<file path="config.mk">
export PLATFORM = sky130hd
export DESIGN_NAME = decoder_flat
export DESIGN_NICKNAME = d
export VERILOG_FILES = /design/src/rtl/decoder_if.sv /design/src/rtl/decoder.sv /design/src/flat_wrapper.sv
export SDC_FILE = /design/constraint.sdc
export NUM_CORES = 1
export LEC_CHECK = 0
export ABC_CLOCK_PERIOD_IN_PS = 7750
export CAP_MARGIN = 20
export CORE_MARGIN = 2
export CORE_UTILIZATION = 45
export DETAILED_ROUTE_END_ITERATION = 7
export PLACE_DENSITY = 0.65
export REMOVE_ABC_BUFFERS = 1
export SYNTH_ARGS = -nofsm -noshare
export SYNTH_HDL_FRONTEND = slang
export SYNTH_SLANG_ARGS = --single-unit
</file>
<file path="constraint.sdc">
create_clock -name i_rxc -period 7.75 [get_ports i_rxc]
set_input_delay 1.55 -clock i_rxc [delete_from_list [all_inputs] [get_ports i_rxc]]
set_output_delay 1.55 -clock i_rxc [all_outputs]
set_load 0.05 [all_outputs]
</file>
<file path="src/rtl/decoder_if.sv">
// Gearbox-to-decoder and decoder-to-MAC signal bundle.
// The master side drives the gearbox inputs; the slave side is the decoder.
interface decoder_if;
  logic [31:0] i_rxd;
  logic [1:0]  i_rx_header;
  logic        i_rx_valid;
  logic        i_frame_word;
  logic        i_block_lock;
  logic [31:0] o_rxd;
  logic [3:0]  o_rxctl;
  logic        o_rx_valid;

  modport master (
    output i_rxd, i_rx_header, i_rx_valid, i_frame_word, i_block_lock,
    input  o_rxd, o_rxctl, o_rx_valid
  );

  modport slave (
    input  i_rxd, i_rx_header, i_rx_valid, i_frame_word, i_block_lock,
    output o_rxd, o_rxctl, o_rx_valid
  );
endinterface

</file>
<file path="src/rtl/decoder.sv">
// 64b/66b receive decoder: rebuilds blocks from gearbox half-words, decodes them
// to XGMII, runs the receive framing state machine and emits 32-bit XGMII words.
module decoder #(
  parameter int OCODE_SUPPORT = 0
) (
  input  logic     i_rxc,
  input  logic     i_reset_n,
  decoder_if.slave bus
);
  localparam int DATA_WIDTH  = 32;
  localparam int DATA_NBYTES = DATA_WIDTH / 8;

  localparam logic [1:0] SYNC_DATA = 2'b10;
  localparam logic [1:0] SYNC_CTL  = 2'b01;

  localparam logic [7:0] BT_IDLE = 8'h1E, BT_O4 = 8'h2D, BT_S4 = 8'h33, BT_O0S4 = 8'h66;
  localparam logic [7:0] BT_O0O4 = 8'h55, BT_S0 = 8'h78, BT_O0 = 8'h4B;
  localparam logic [7:0] BT_T0 = 8'h87, BT_T1 = 8'h99, BT_T2 = 8'hAA, BT_T3 = 8'hB4;
  localparam logic [7:0] BT_T4 = 8'hCC, BT_T5 = 8'hD2, BT_T6 = 8'hE1, BT_T7 = 8'hFF;

  localparam logic [7:0] RS_IDLE = 8'h07, RS_START = 8'hFB, RS_TERM = 8'hFD;
  localparam logic [7:0] RS_ERROR = 8'hFE, RS_OSEQ = 8'h9C, RS_OSIG = 8'h5C;
  localparam logic [6:0] CC_IDLE = 7'h00;

  localparam logic [63:0] LBLOCK_DATA = 64'h0100_009C_0100_009C;
  localparam logic [7:0]  LBLOCK_CTL  = 8'h11;

  typedef enum logic [1:0] {RX_INIT, RX_C, RX_D, RX_E} rx_state_e;
  typedef enum logic [2:0] {CLS_C, CLS_S, CLS_T, CLS_D, CLS_E} blk_class_e;

  rx_state_e               state_q, state_d, prev_q, prev_d, step_state;
  logic [DATA_WIDTH-1:0]   lower_q, lower_d;
  logic [1:0]              hdr_q, hdr_d;
  logic                    have_lower_q, have_lower_d;
  logic [63:0]             hold_data_q, hold_data_d;
  logic [7:0]              hold_ctl_q, hold_ctl_d;
  logic [DATA_WIDTH-1:0]   rxd_q, rxd_d;
  logic [DATA_NBYTES-1:0]  rxctl_q, rxctl_d;
  logic                    rx_valid_q, rx_valid_d;

  logic [63:0]             blk, blk_shift;
  logic [7:0][7:0]         cc_char;
  logic [63:0]             dec_data;
  logic [7:0]              dec_ctl;
  blk_class_e              dec_class;
  logic [3:0]              t_len;

  assign blk       = {bus.i_rxd, lower_q};
  assign blk_shift = blk >> 8;

  // Every 7-bit control code sits at bit 8+7*lane in the block formats that carry them.
  genvar gi;
  generate
    for (gi = 0; gi < 8; gi++) begin : g_cc
      assign cc_char[gi] = (blk[8+7*gi +: 7] == CC_IDLE) ? RS_IDLE : RS_ERROR;
    end
  endgenerate

  function automatic logic [7:0] ocode_char(input logic [3:0] ocode);
    if (ocode == 4'h0)      ocode_char = RS_OSEQ;
    else if (ocode == 4'hF) ocode_char = RS_OSIG;
    else                    ocode_char = RS_ERROR;
  endfunction

  always_comb begin
    dec_data  = {8{RS_ERROR}};
    dec_ctl   = 8'hFF;
    dec_class = CLS_E;
    t_len     = 4'd8;
    if (hdr_q == SYNC_DATA) begin
      dec_data  = blk;
      dec_ctl   = 8'h00;
      dec_class = CLS_D;
    end else if (hdr_q == SYNC_CTL) begin
      case (blk[7:0])
        BT_IDLE: begin
          dec_data  = cc_char;
          dec_class = CLS_C;
        end
        BT_S0: begin
          dec_data  = {blk[63:8], RS_START};
          dec_ctl   = 8'h01;
          dec_class = CLS_S;
        end
        BT_S4: begin
          dec_data  = {blk[63:40], RS_START, cc_char[3:0]};
          dec_ctl   = 8'h1F;
          dec_class = CLS_S;
        end
        BT_O4: if (OCODE_SUPPORT != 0) begin
          dec_data  = {blk[63:40], ocode_char(blk[39:36]), cc_char[3:0]};
          dec_ctl   = 8'h1F;
          dec_class = CLS_C;
        end
        BT_O0: if (OCODE_SUPPORT != 0) begin
          dec_data  = {cc_char[7:4], blk[31:8], ocode_char(blk[35:32])};
          dec_ctl   = 8'hF1;
          dec_class = CLS_C;
        end
        BT_O0O4: if (OCODE_SUPPORT != 0) begin
          dec_data  = {blk[63:40], ocode_char(blk[39:36]), blk[31:8], ocode_char(blk[35:32])};
          dec_ctl   = 8'h11;
          dec_class = CLS_C;
        end
        BT_O0S4: if (OCODE_SUPPORT != 0) begin
          dec_data  = {blk[63:40], RS_START, blk[31:8], ocode_char(blk[35:32])};
          dec_ctl   = 8'h11;
          dec_class = CLS_S;
        end
        BT_T0: t_len = 4'd0;
        BT_T1: t_len = 4'd1;
        BT_T2: t_len = 4'd2;
        BT_T3: t_len = 4'd3;
        BT_T4: t_len = 4'd4;
        BT_T5: t_len = 4'd5;
        BT_T6: t_len = 4'd6;
        BT_T7: t_len = 4'd7;
        default: ;
      endcase
      // Terminate blocks: data bytes follow the type byte, then /T/, then idles.
      if (t_len != 4'd8) begin
        dec_class = CLS_T;
        for (int i = 0; i < 8; i++) begin
          if (4'(i) < t_len) begin
            dec_data[8*i +: 8] = blk_shift[8*i +: 8];
            dec_ctl[i]         = 1'b0;
          end else if (4'(i) == t_len) begin
            dec_data[8*i +: 8] = RS_TERM;
          end else begin
            dec_data[8*i +: 8] = RS_IDLE;
          end
        end
      end
    end
  end

  always_comb begin
    step_state = RX_E;
    case (state_q)
      RX_INIT, RX_C: begin
        if (dec_class == CLS_C)      step_state = RX_C;
        else if (dec_class == CLS_S) step_state = RX_D;
      end
      RX_D: begin
        if (dec_class == CLS_D)      step_state = RX_D;
        else if (dec_class == CLS_T) step_state = RX_C;
      end
      RX_E: begin
        if (dec_class == CLS_C)                           step_state = RX_C;
        else if (dec_class == CLS_S)                      step_state = RX_D;
        else if (dec_class == CLS_D && prev_q == RX_D)    step_state = RX_D;
      end
      default: step_state = RX_E;
    endcase
  end

  always_comb begin
    state_d      = state_q;
    prev_d       = prev_q;
    lower_d      = lower_q;
    hdr_d        = hdr_q;
    have_lower_d = have_lower_q;
    hold_data_d  = hold_data_q;
    hold_ctl_d   = hold_ctl_q;
    rxd_d        = rxd_q;
    rxctl_d      = rxctl_q;
    rx_valid_d   = bus.i_rx_valid;
    if (bus.i_rx_valid) begin
      if (!bus.i_frame_word) begin
        rxd_d        = hold_data_q[31:0];
        rxctl_d      = hold_ctl_q[3:0];
        lower_d      = bus.i_rxd;
        hdr_d        = bus.i_rx_header;
        have_lower_d = bus.i_block_lock;
      end else begin
        rxd_d        = hold_data_q[63:32];
        rxctl_d      = hold_ctl_q[7:4];
        have_lower_d = 1'b0;
        prev_d       = state_q;
        // No lock, or an upper half with no matching lower half: resynchronise.
        if (!bus.i_block_lock || !have_lower_q) begin
          state_d     = RX_INIT;
          hold_data_d = LBLOCK_DATA;
          hold_ctl_d  = LBLOCK_CTL;
        end else begin
          state_d = step_state;
          if (step_state == RX_E) begin
            hold_data_d = {8{RS_ERROR}};
            hold_ctl_d  = 8'hFF;
          end else begin
            hold_data_d = dec_data;
            hold_ctl_d  = dec_ctl;
          end
        end
      end
    end
  end

  always_ff @(posedge i_rxc or negedge i_reset_n) begin
    if (!i_reset_n) begin
      state_q      <= RX_INIT;
      prev_q       <= RX_INIT;
      lower_q      <= '0;
      hdr_q        <= '0;
      have_lower_q <= 1'b0;
      hold_data_q  <= {8{RS_IDLE}};
      hold_ctl_q   <= 8'hFF;
      rxd_q        <= {DATA_NBYTES{RS_IDLE}};
      rxctl_q      <= '1;
      rx_valid_q   <= 1'b0;
    end else begin
      state_q      <= state_d;
      prev_q       <= prev_d;
      lower_q      <= lower_d;
      hdr_q        <= hdr_d;
      have_lower_q <= have_lower_d;
      hold_data_q  <= hold_data_d;
      hold_ctl_q   <= hold_ctl_d;
      rxd_q        <= rxd_d;
      rxctl_q      <= rxctl_d;
      rx_valid_q   <= rx_valid_d;
    end
  end

  assign bus.o_rxd      = rxd_q;
  assign bus.o_rxctl    = rxctl_q;
  assign bus.o_rx_valid = rx_valid_q;
endmodule
</file>
<file path="src/flat_wrapper.sv">
// flat-port wrapper written by rule: the top's interface ports become plain ports
module decoder_flat 
#(
  parameter int OCODE_SUPPORT = 0
)
  (i_rxc, i_reset_n, bus_i_rxd, bus_i_rx_header, bus_i_rx_valid, bus_i_frame_word, bus_i_block_lock, bus_o_rxd, bus_o_rxctl, bus_o_rx_valid);
  decoder_if bus_i ();
  input  logic i_rxc;
  input  logic i_reset_n;
  input wire logic [$bits(bus_i.i_rxd)-1:0] bus_i_rxd;
  input wire logic [$bits(bus_i.i_rx_header)-1:0] bus_i_rx_header;
  input wire logic [$bits(bus_i.i_rx_valid)-1:0] bus_i_rx_valid;
  input wire logic [$bits(bus_i.i_frame_word)-1:0] bus_i_frame_word;
  input wire logic [$bits(bus_i.i_block_lock)-1:0] bus_i_block_lock;
  output wire logic [$bits(bus_i.o_rxd)-1:0] bus_o_rxd;
  output wire logic [$bits(bus_i.o_rxctl)-1:0] bus_o_rxctl;
  output wire logic [$bits(bus_i.o_rx_valid)-1:0] bus_o_rx_valid;
  assign bus_i.i_rxd = bus_i_rxd;
  assign bus_i.i_rx_header = bus_i_rx_header;
  assign bus_i.i_rx_valid = bus_i_rx_valid;
  assign bus_i.i_frame_word = bus_i_frame_word;
  assign bus_i.i_block_lock = bus_i_block_lock;
  assign bus_o_rxd = bus_i.o_rxd;
  assign bus_o_rxctl = bus_i.o_rxctl;
  assign bus_o_rx_valid = bus_i.o_rx_valid;
  decoder #(.OCODE_SUPPORT(OCODE_SUPPORT)) u_core (.i_rxc(i_rxc), .i_reset_n(i_reset_n), .bus(bus_i));
endmodule
</file>
==> results of run 1 <==
==> power groups by stage <==
| stage | clock network [mW] | registers, mW | logic [mW] |
|---|---|---|---|
| 2_1_floorplan | 0 | 1.02 | 0.164 |
| 3_3_place_gp | 0 | 0.969 | 0.395 |
| 3_5_place_dp | 0 | 0.972 | 0.403 |
| 4_1_cts | 0.850 | 0.960 | 0.405 |
| 5_1_grt | 0.884 | 0.975 | 0.438 |
| 6_report | 0.835 | 0.964 | 0.409 |
==> metrics by stage <==
step	area (um2)	hold slack [ns]
5_1_grt	9140	0.473
6_report	9140	0.454
3_3_place_gp	8480	0.444
2_1_floorplan	7350	0.435
4_1_cts	9100	0.457
3_5_place_dp	8500	0.447
==> registers in the layout, summed over array words and instances, names as in the netlist <==
register               cells
u_core.bus.o_rx_valid      1
u_core.bus.o_rxctl         4
u_core.bus.o_rxd          32
u_core.have_lower_q        1
u_core.hdr_q               2
u_core.hold_ctl_q          8
u_core.hold_data_q        64
u_core.lower_q            32
u_core.prev_q              2
u_core.state_q             2
==> synthesized netlist by cell type, types with 2 or more instances <==
cell type	n
a211o_1	2
nor4_1	10
and4_1	2
o21a_1	7
nand2_1	92
mux2i_1	36
or4_1	3
and4bb_2	2
buf_2	9
o221a_1	3
o32ai_1	2
and2_1	4
a21boi_0	3
nor4bb_1	5
a31oi_1	8
a211oi_1	2
nand3_1	17
buf_1	3
and3_1	3
o21ai_1	3
nor2b_1	6
clkbuf_1	40
dfstp_2	48
a21o_1	8
mux2_2	32
nand2b_1	9
a32oi_1	2
nor3_1	16
nand4_1	4
a221o_1	2
inv_1	6
a221oi_1	4
o221ai_1	20
nor2_1	87
o311ai_0	2
o21ai_0	64
nand4bb_1	2
dfrtp_1	100
o22ai_1	5
a21oi_1	114
o32a_1	3
==> cell families (layout without fill, tap and decap cells) <==
family                 Yosys count  count (layout)  share of synthesized area [%]
AND/OR/NAND/NOR                268             268                           16.6
AO/OA/AOI/OAI                  262             262                           20.9
multiplexers                    68              68                           9.53
buffers and inverters           59             130                           3.13
flip-flops                     148             148                           49.8
==> critical path, cell delays in order <==
cell,delay [ns]
buf_2,0.07
buf_4,0.58
and2_1,0.64
nand3_1,0.61
nor3_2,0.65
buf_4,0.45
a21oi_1,0.08
o21ai_0,0.10
==> worst paths after layout <==
| check | start | to | cells past startpoint |
|---|---|---|---|
| setup / recovery | bus_i_frame_word | u_core.hold_data_q[38] | 8 |
| hold / removal | u_core.hold_data_q[58] | u_core.hold_data_q[58] | 2 |
| setup reg to reg | u_core.lower_q[3] | u_core.hold_data_q[3] | 8 |
| hold reg to reg | u_core.hold_data_q[58] | u_core.hold_data_q[58] | 2 |
| max in group asynchronous | i_reset_n | u_core.bus.o_rxd[1] | 3 |
| min in group asynchronous | i_reset_n | u_core.bus.o_rxd[12] | 1 |
==> layout make-up <==
type                       instances  area, um2  share of cell area [%]
inverter                           6       22.5                   0.247
sequential                       148       3760                    41.2
clock buffer                      23        510                    5.59
timing repair buffer              92        906                    9.92
tap                              220        275                    3.01
multi-input combinational        598       3570                    39.1
clock inverter                     9       86.3                   0.945
==> routing by layer <==
| layer | routed length [um] | track usage, % |
|---|---|---|
| met3 | 1960 | 5.29 |
| met1 | 11400 | 43.8 |
| met4 | 528 | 10.4 |
| met2 | 11600 | 43.9 |
| met5 | 0 | 0 |
==> results by group, run 1 <==
Power and ir drop
  – Power Total: 2.21 mW
  – Worst IR Drop VDD: 160 uV
  – Reg power frac: 43.6%
  – Lkg Pwr: 3.77 nW
  – Psw: 682 uW
  – P per Cell Area: 242 nW/um2
  – Clock Power Share: 37.8%
  – Pint: 1.53 mW
  – Sw Share: 30.9%
  – Comb pwr share: 18.5%

Detailed routing
  – Drt wl/cell: 23.3 um
  – Via count: 6807
  – TritonRoute pass-1 iters: 5
  – DRC viols: 0
  – WL final: 25500 um
  – Detail Route Antenna Nets: 0
  – Starting DRT DRC Count: 639
  – Vias/cell: 6.21

Critical path
  – Worst setup SP type: input port
  – Worst EP arrival: 4.81 ns
  – R2r setup slk: 4.21 ns
  – Crit Path Class: input port to flip-flop
  – Worst path required time: 8.10 ns
  – Crit path max fanout: 40
  – CP endpoint kind: flip-flop

Placement
  – Total placed cells including tap cells: 1062
  – Worst slack at placement: 2.91 ns
  – GPL Wtd Cong: 1.01
  – Port Buffers: 75
  – Detail Placement HPWL: 17500 um

Synth
  – Mapped Cells: 805
  – Synth Area per Inst: 9.40 um2
  – Post-synth top area share: 33.1%
  – Asr flop ratio synth: 100%
  – Seq/Total Area, Yosys: 49.8%
  – Ys flop type: dfrtp_1
  – Seq cells post-synth: 148
  – Synth unique cells: 56
  – Number of flops mapped to enable cells by yosys: 0
  – Syn. warnings: 0
  – Synth top area cells: dfrtp_1 (33%), dfstp_2 (17%), a21oi_1 (7.5%)
  – Post-synth top area cell: dfrtp_1
  – Mapped Area: 7560 um2

STA
  – Final period utilization: 57.5%
  – Fin. Hold Viols: 0
  – Max-slew violations: 0
  – RSZ-0062 raised after global routing: no
  – Post-layout min period: 4.46 ns
  – Setup tns final: 0 ns
  – Slew @ Worst Pin: 0.932 ns
  – Clock skew: 0.00916 ns
  – Fmax: 0.224 GHz
  – Worst setup margin: 3.29 ns
  – # setup viols final: 0
  – Slew margin rel.: 37.4%

Floorplan
  – Core box area: 16500 um2
  – Starting Density: 45.8%
  – Die ar.: 17900 um2
  – FP Rows: 47
  – Die Y-Extent: 134 um
  – Die W: 134 um
  – IO Pins: 76

GRT
  – Vias in the first global route: 6604
  – First-pass GRT wire length: 40000 um
  – Overall routing resource usage: 29.7%
  – Largest net degree at the start of global routing: 81
  – Initial antenna violation count: 0
  – Overflow after GRT: 0

CTS
  – Total CTS buffers: 17
  – Post-CTS setup buffer count: 0
  – CTS tree: built
  – CTS H-tree depth: 4
  – Clock Tree Buf Depth: 2
  – Sink Count: 148
  – Clk slew on worst S/H paths: 0.07 ns
  – Cts repair resizes: 0
  – Worst skew pair latency: 0.43 ns
  – Root buf cell: clkbuf_16
  – CTS Hold Bufs: 0

Final layout
  – # diodes: 0
  – # fillers: 1466
  – Util after Layout: 55.3%
  – Most common cell after layout, fill and taps aside: a21oi_1
  – Most frequent cells in the layout: a21oi_1 (114), dfrtp_1 (100), nand2_1 (91)
  – Fin cells: 1096
  – Layout cells sized above 1: 16.1%
  – Synthesis-to-finish area growth: 20.8%
  – # nets final: 902

Flow run
  – Max Cap Viol: 0

Worst hold path
  – Hold Path Class: flip-flop to flip-flop

Run status
  – Status: finished clean
Note: power is estimated with default switching activity, not from simulation.
==> inputs of run 2 (changes only) <==
Settings changed: ABC_CLOCK_PERIOD_IN_PS 7750 to 3800, PLACE_DENSITY 0.65 to 0.68.
Clock period 7.75 ns to 3.8 ns, I/O delays scaled along.
==> results by group, run 2 (same netlist as run 1, synthesis figures left out) <==
Run status
  – Status: finished clean (unchanged)

Detailed routing
  – WL final: 24300 um (was 25500 um)
  – TritonRoute pass-1 iters: 5 (unchanged)
  – Detail Route Antenna Nets: 0 (unchanged)
  – Starting DRT DRC Count: 669 (was 639)
  – Drt wl/cell: 21.9 um (was 23.3 um)
  – Vias/cell: 6.08 (was 6.21)
  – DRC viols: 0 (unchanged)
  – Via count: 6721 (was 6807)

GRT
  – Initial antenna violation count: 0 (unchanged)
  – Overall routing resource usage: 28.5% (was 29.7%)
  – First-pass GRT wire length: 38600 um (was 40000 um)
  – Vias in the first global route: 6592 (was 6604)
  – Overflow after GRT: 0 (unchanged)
  – Largest net degree at the start of global routing: 87 (was 81)

CTS
  – Root buf cell: clkbuf_16 (unchanged)
  – Total CTS buffers: 17 (unchanged)
  – Worst skew pair latency: 0.43 ns (about the same)
  – Post-CTS setup buffer count: 0 (unchanged)
  – Sink Count: 148 (unchanged)
  – CTS H-tree depth: 4 (unchanged)
  – CTS tree: built (unchanged)
  – Clk slew on worst S/H paths: 0.06 ns (was 0.07 ns)
  – CTS Hold Bufs: 0 (unchanged)
  – Cts repair resizes: 0 (unchanged)
  – Clock Tree Buf Depth: 2 (unchanged)

STA
  – Fmax: 0.333 GHz
  – Final period utilization: 78.9%
  – Max-slew violations: 0 (unchanged)
  – Post-layout min period: 3.00 ns
  – RSZ-0062 raised after global routing: no (unchanged)
  – Slew @ Worst Pin: 1.06 ns (was 0.932 ns)
  – # setup viols final: 0 (unchanged)
  – Fin. Hold Viols: 0 (unchanged)
  – Worst setup margin: 0.801 ns (was 3.29 ns)
  – Clock skew: 0.00517 ns (was 0.00916 ns)
  – Slew margin rel.: 28.5% (was 37.4%)

Power and ir drop
  – Pint: 3.13 mW (was 1.53 mW)
  – Clock Power Share: 38.2% (was 37.8%)
  – Comb pwr share: 18.6% (was 18.5%)
  – Reg power frac: 43.3% (was 43.6%)
  – Sw Share: 30.6% (was 30.9%)
  – Lkg Pwr: 3.78 nW (was 3.77 nW)
  – Power Total: 4.50 mW (was 2.21 mW)
  – Psw: 1.38 mW (was 682 uW)
  – Worst IR Drop VDD: 311 uV (was 160 uV)
  – P per Cell Area: 490 nW/um2 (was 242 nW/um2)

Final layout
  – Synthesis-to-finish area growth: 21.5% (was 20.8%)
  – Most frequent cells in the layout: a21oi_1 (114), dfrtp_1 (100), nand2_1 (91) (unchanged)
  – # nets final: 912 (was 902)
  – Most common cell after layout, fill and taps aside: a21oi_1 (unchanged)
  – # diodes: 0 (unchanged)
  – Layout cells sized above 1: 17.0% (was 16.1%)
  – Fin cells: 1106 (was 1096)
  – Max FFs per register: 64 (unchanged)
  – Largest reg by FF count: u_core.hold_data_q (unchanged)
  – Final instance area: 9190 um2 (was 9140 um2)

Critical path
  – CP delay by family, top: simple AND/OR/NAND/NOR gates (unchanged)
  – Crit path max fanout: 16 (was 40)
  – CP peak stage delay: 0.51 ns (was 0.65 ns)
  – Crit Path Class: flip-flop to flip-flop (was input port to flip-flop)
  – Worst setup SP type: flip-flop (was input port)
  – R2r startpoint: u_core.lower_q[3] (unchanged)
  – CP startpoint: u_core.lower_q[3] (was bus_i_frame_word)
  – Critical-path cell list: nor4bb_1, nor4b_1, buf_4, or2_2, nor2_1, buf_4, a211o_1, a21oi_1, o21ai_0 (was buf_2, buf_4, and2_1, nand3_1, nor3_2, buf_4, a21oi_1, o21ai_0)
  – CP endpoint kind: flip-flop (unchanged)
  – Critical path's most frequent cell: buf_4 (unchanged)
  – Worst path required time: 4.11 ns (was 8.10 ns)
  – Worst EP arrival: 3.31 ns (was 4.81 ns)
  – Worst path bufs/invs: 2 (was 3)
  – Worst-path cell with the longest stage delay: dfrtp_1 (was nor3_2)

Placement
  – Port Buffers: 75 (unchanged)
  – Total placed cells including tap cells: 1073 (was 1062)
  – GPL Wtd Cong: 1.01 (about the same)
  – Detail Placement HPWL: 16900 um (was 17500 um)
  – Worst slack at placement: 0.985 ns (was 2.91 ns)
  – Placed Area: 8580 um2 (was 8500 um2)

Floorplan
  – Core box area: 16500 um2 (unchanged)
  – Starting Density: 45.8% (unchanged)
  – FP Rows: 47 (unchanged)
  – Die Y-Extent: 134 um (unchanged)
  – Die ar.: 17900 um2 (unchanged)
  – IO Pins: 76 (unchanged)
  – Die W: 134 um (unchanged)

Flow run
  – Max Cap Viol: 0 (unchanged)

Worst hold path
  – Hold Path Class: input port to asynchronous set/reset pin (was flip-flop to flip-flop)
## run 2: cell count changes in the layout (fill, tap and decap cells not counted), sizes merged
cell / previous run / this run
inv: 11 / 7
bufinv: 1 / 3
clkinvlp: 0 / 6
buf: 20 / 30
clkbuf: 23 / 19
## run 2: worst reg2reg max path, cell delays in order (launching register included)
cell	delay, ns
dfrtp_1	0.51
nor4bb_1	0.50
nor4b_1	0.48
buf_4	0.30
or2_2	0.18
nor2_1	0.05
buf_4	0.20
a211o_1	0.34
a21oi_1	0.20
o21ai_0	0.12
## run 2: layer usage
| layer | vias up | part of all wire, % | global-route usage [%] |
|---|---|---|---|
| li1 | 3077 | - | - |
| met1 | 3293 | 45 | 41.0 |
| met2 | 296 | 44 | 42.1 |
| met3 | 55 | 7.6 | 6.89 |
| met4 | 0 | 2.4 | 9.99 |
| met5 | - | 0 | 0 |
## run 2: path summary, 6_finish.rpt
| kind | slack (ns) | endpoint | cells after the start |
|---|---|---|---|
| worst max-delay path | 0.80 | u_core.hold_data_q[29] | 9 |
| worst min-delay path | 0.39 | u_core.bus.o_rxd[13] | 1 |
| worst max register to register | 0.80 | u_core.hold_data_q[29] | 9 |
| worst min register to register | 0.46 | u_core.hold_data_q[58] | 2 |
| max in group asynchronous | 2.55 | u_core.hold_data_q[56] | 2 |
| min in group i_rxc | 0.46 | u_core.hold_data_q[58] | 2 |
## run 2: final cells by class
| cell class | instances | area, um2 |
|---|---|---|
| tap | 220 | 275 |
| fill | 1512 | 7340 |
| sequential | 148 | 3760 |
| clock buffer | 19 | 433 |
| multi-input combinational | 598 | 3570 |
| inverter | 6 | 22.5 |
| clock inverter | 13 | 159 |
| timing repair buffer | 102 | 965 |
## run 2: per-stage QoR
step           util, %  setup TNS, ns  hold slack, ns
6_report          55.6              0           0.394
3_5_place_dp      51.9              0           0.451
3_3_place_gp      51.9              0           0.443
4_1_cts           55.5              0           0.421
2_1_floorplan        -          -5.58           0.435
5_1_grt           55.6              0           0.448
## run 2: power groups by stage
stage | combinational (mW) | sequential [mW] | clock (mW)
after global routing | 0.902 | 1.97 | 1.81
after global placement | 0.818 | 1.97 | 0
after CTS | 0.828 | 1.94 | 1.75
after detailed placement | 0.824 | 1.97 | 0
after floorplan | 0.334 | 2.08 | 0
final | 0.836 | 1.95 | 1.72
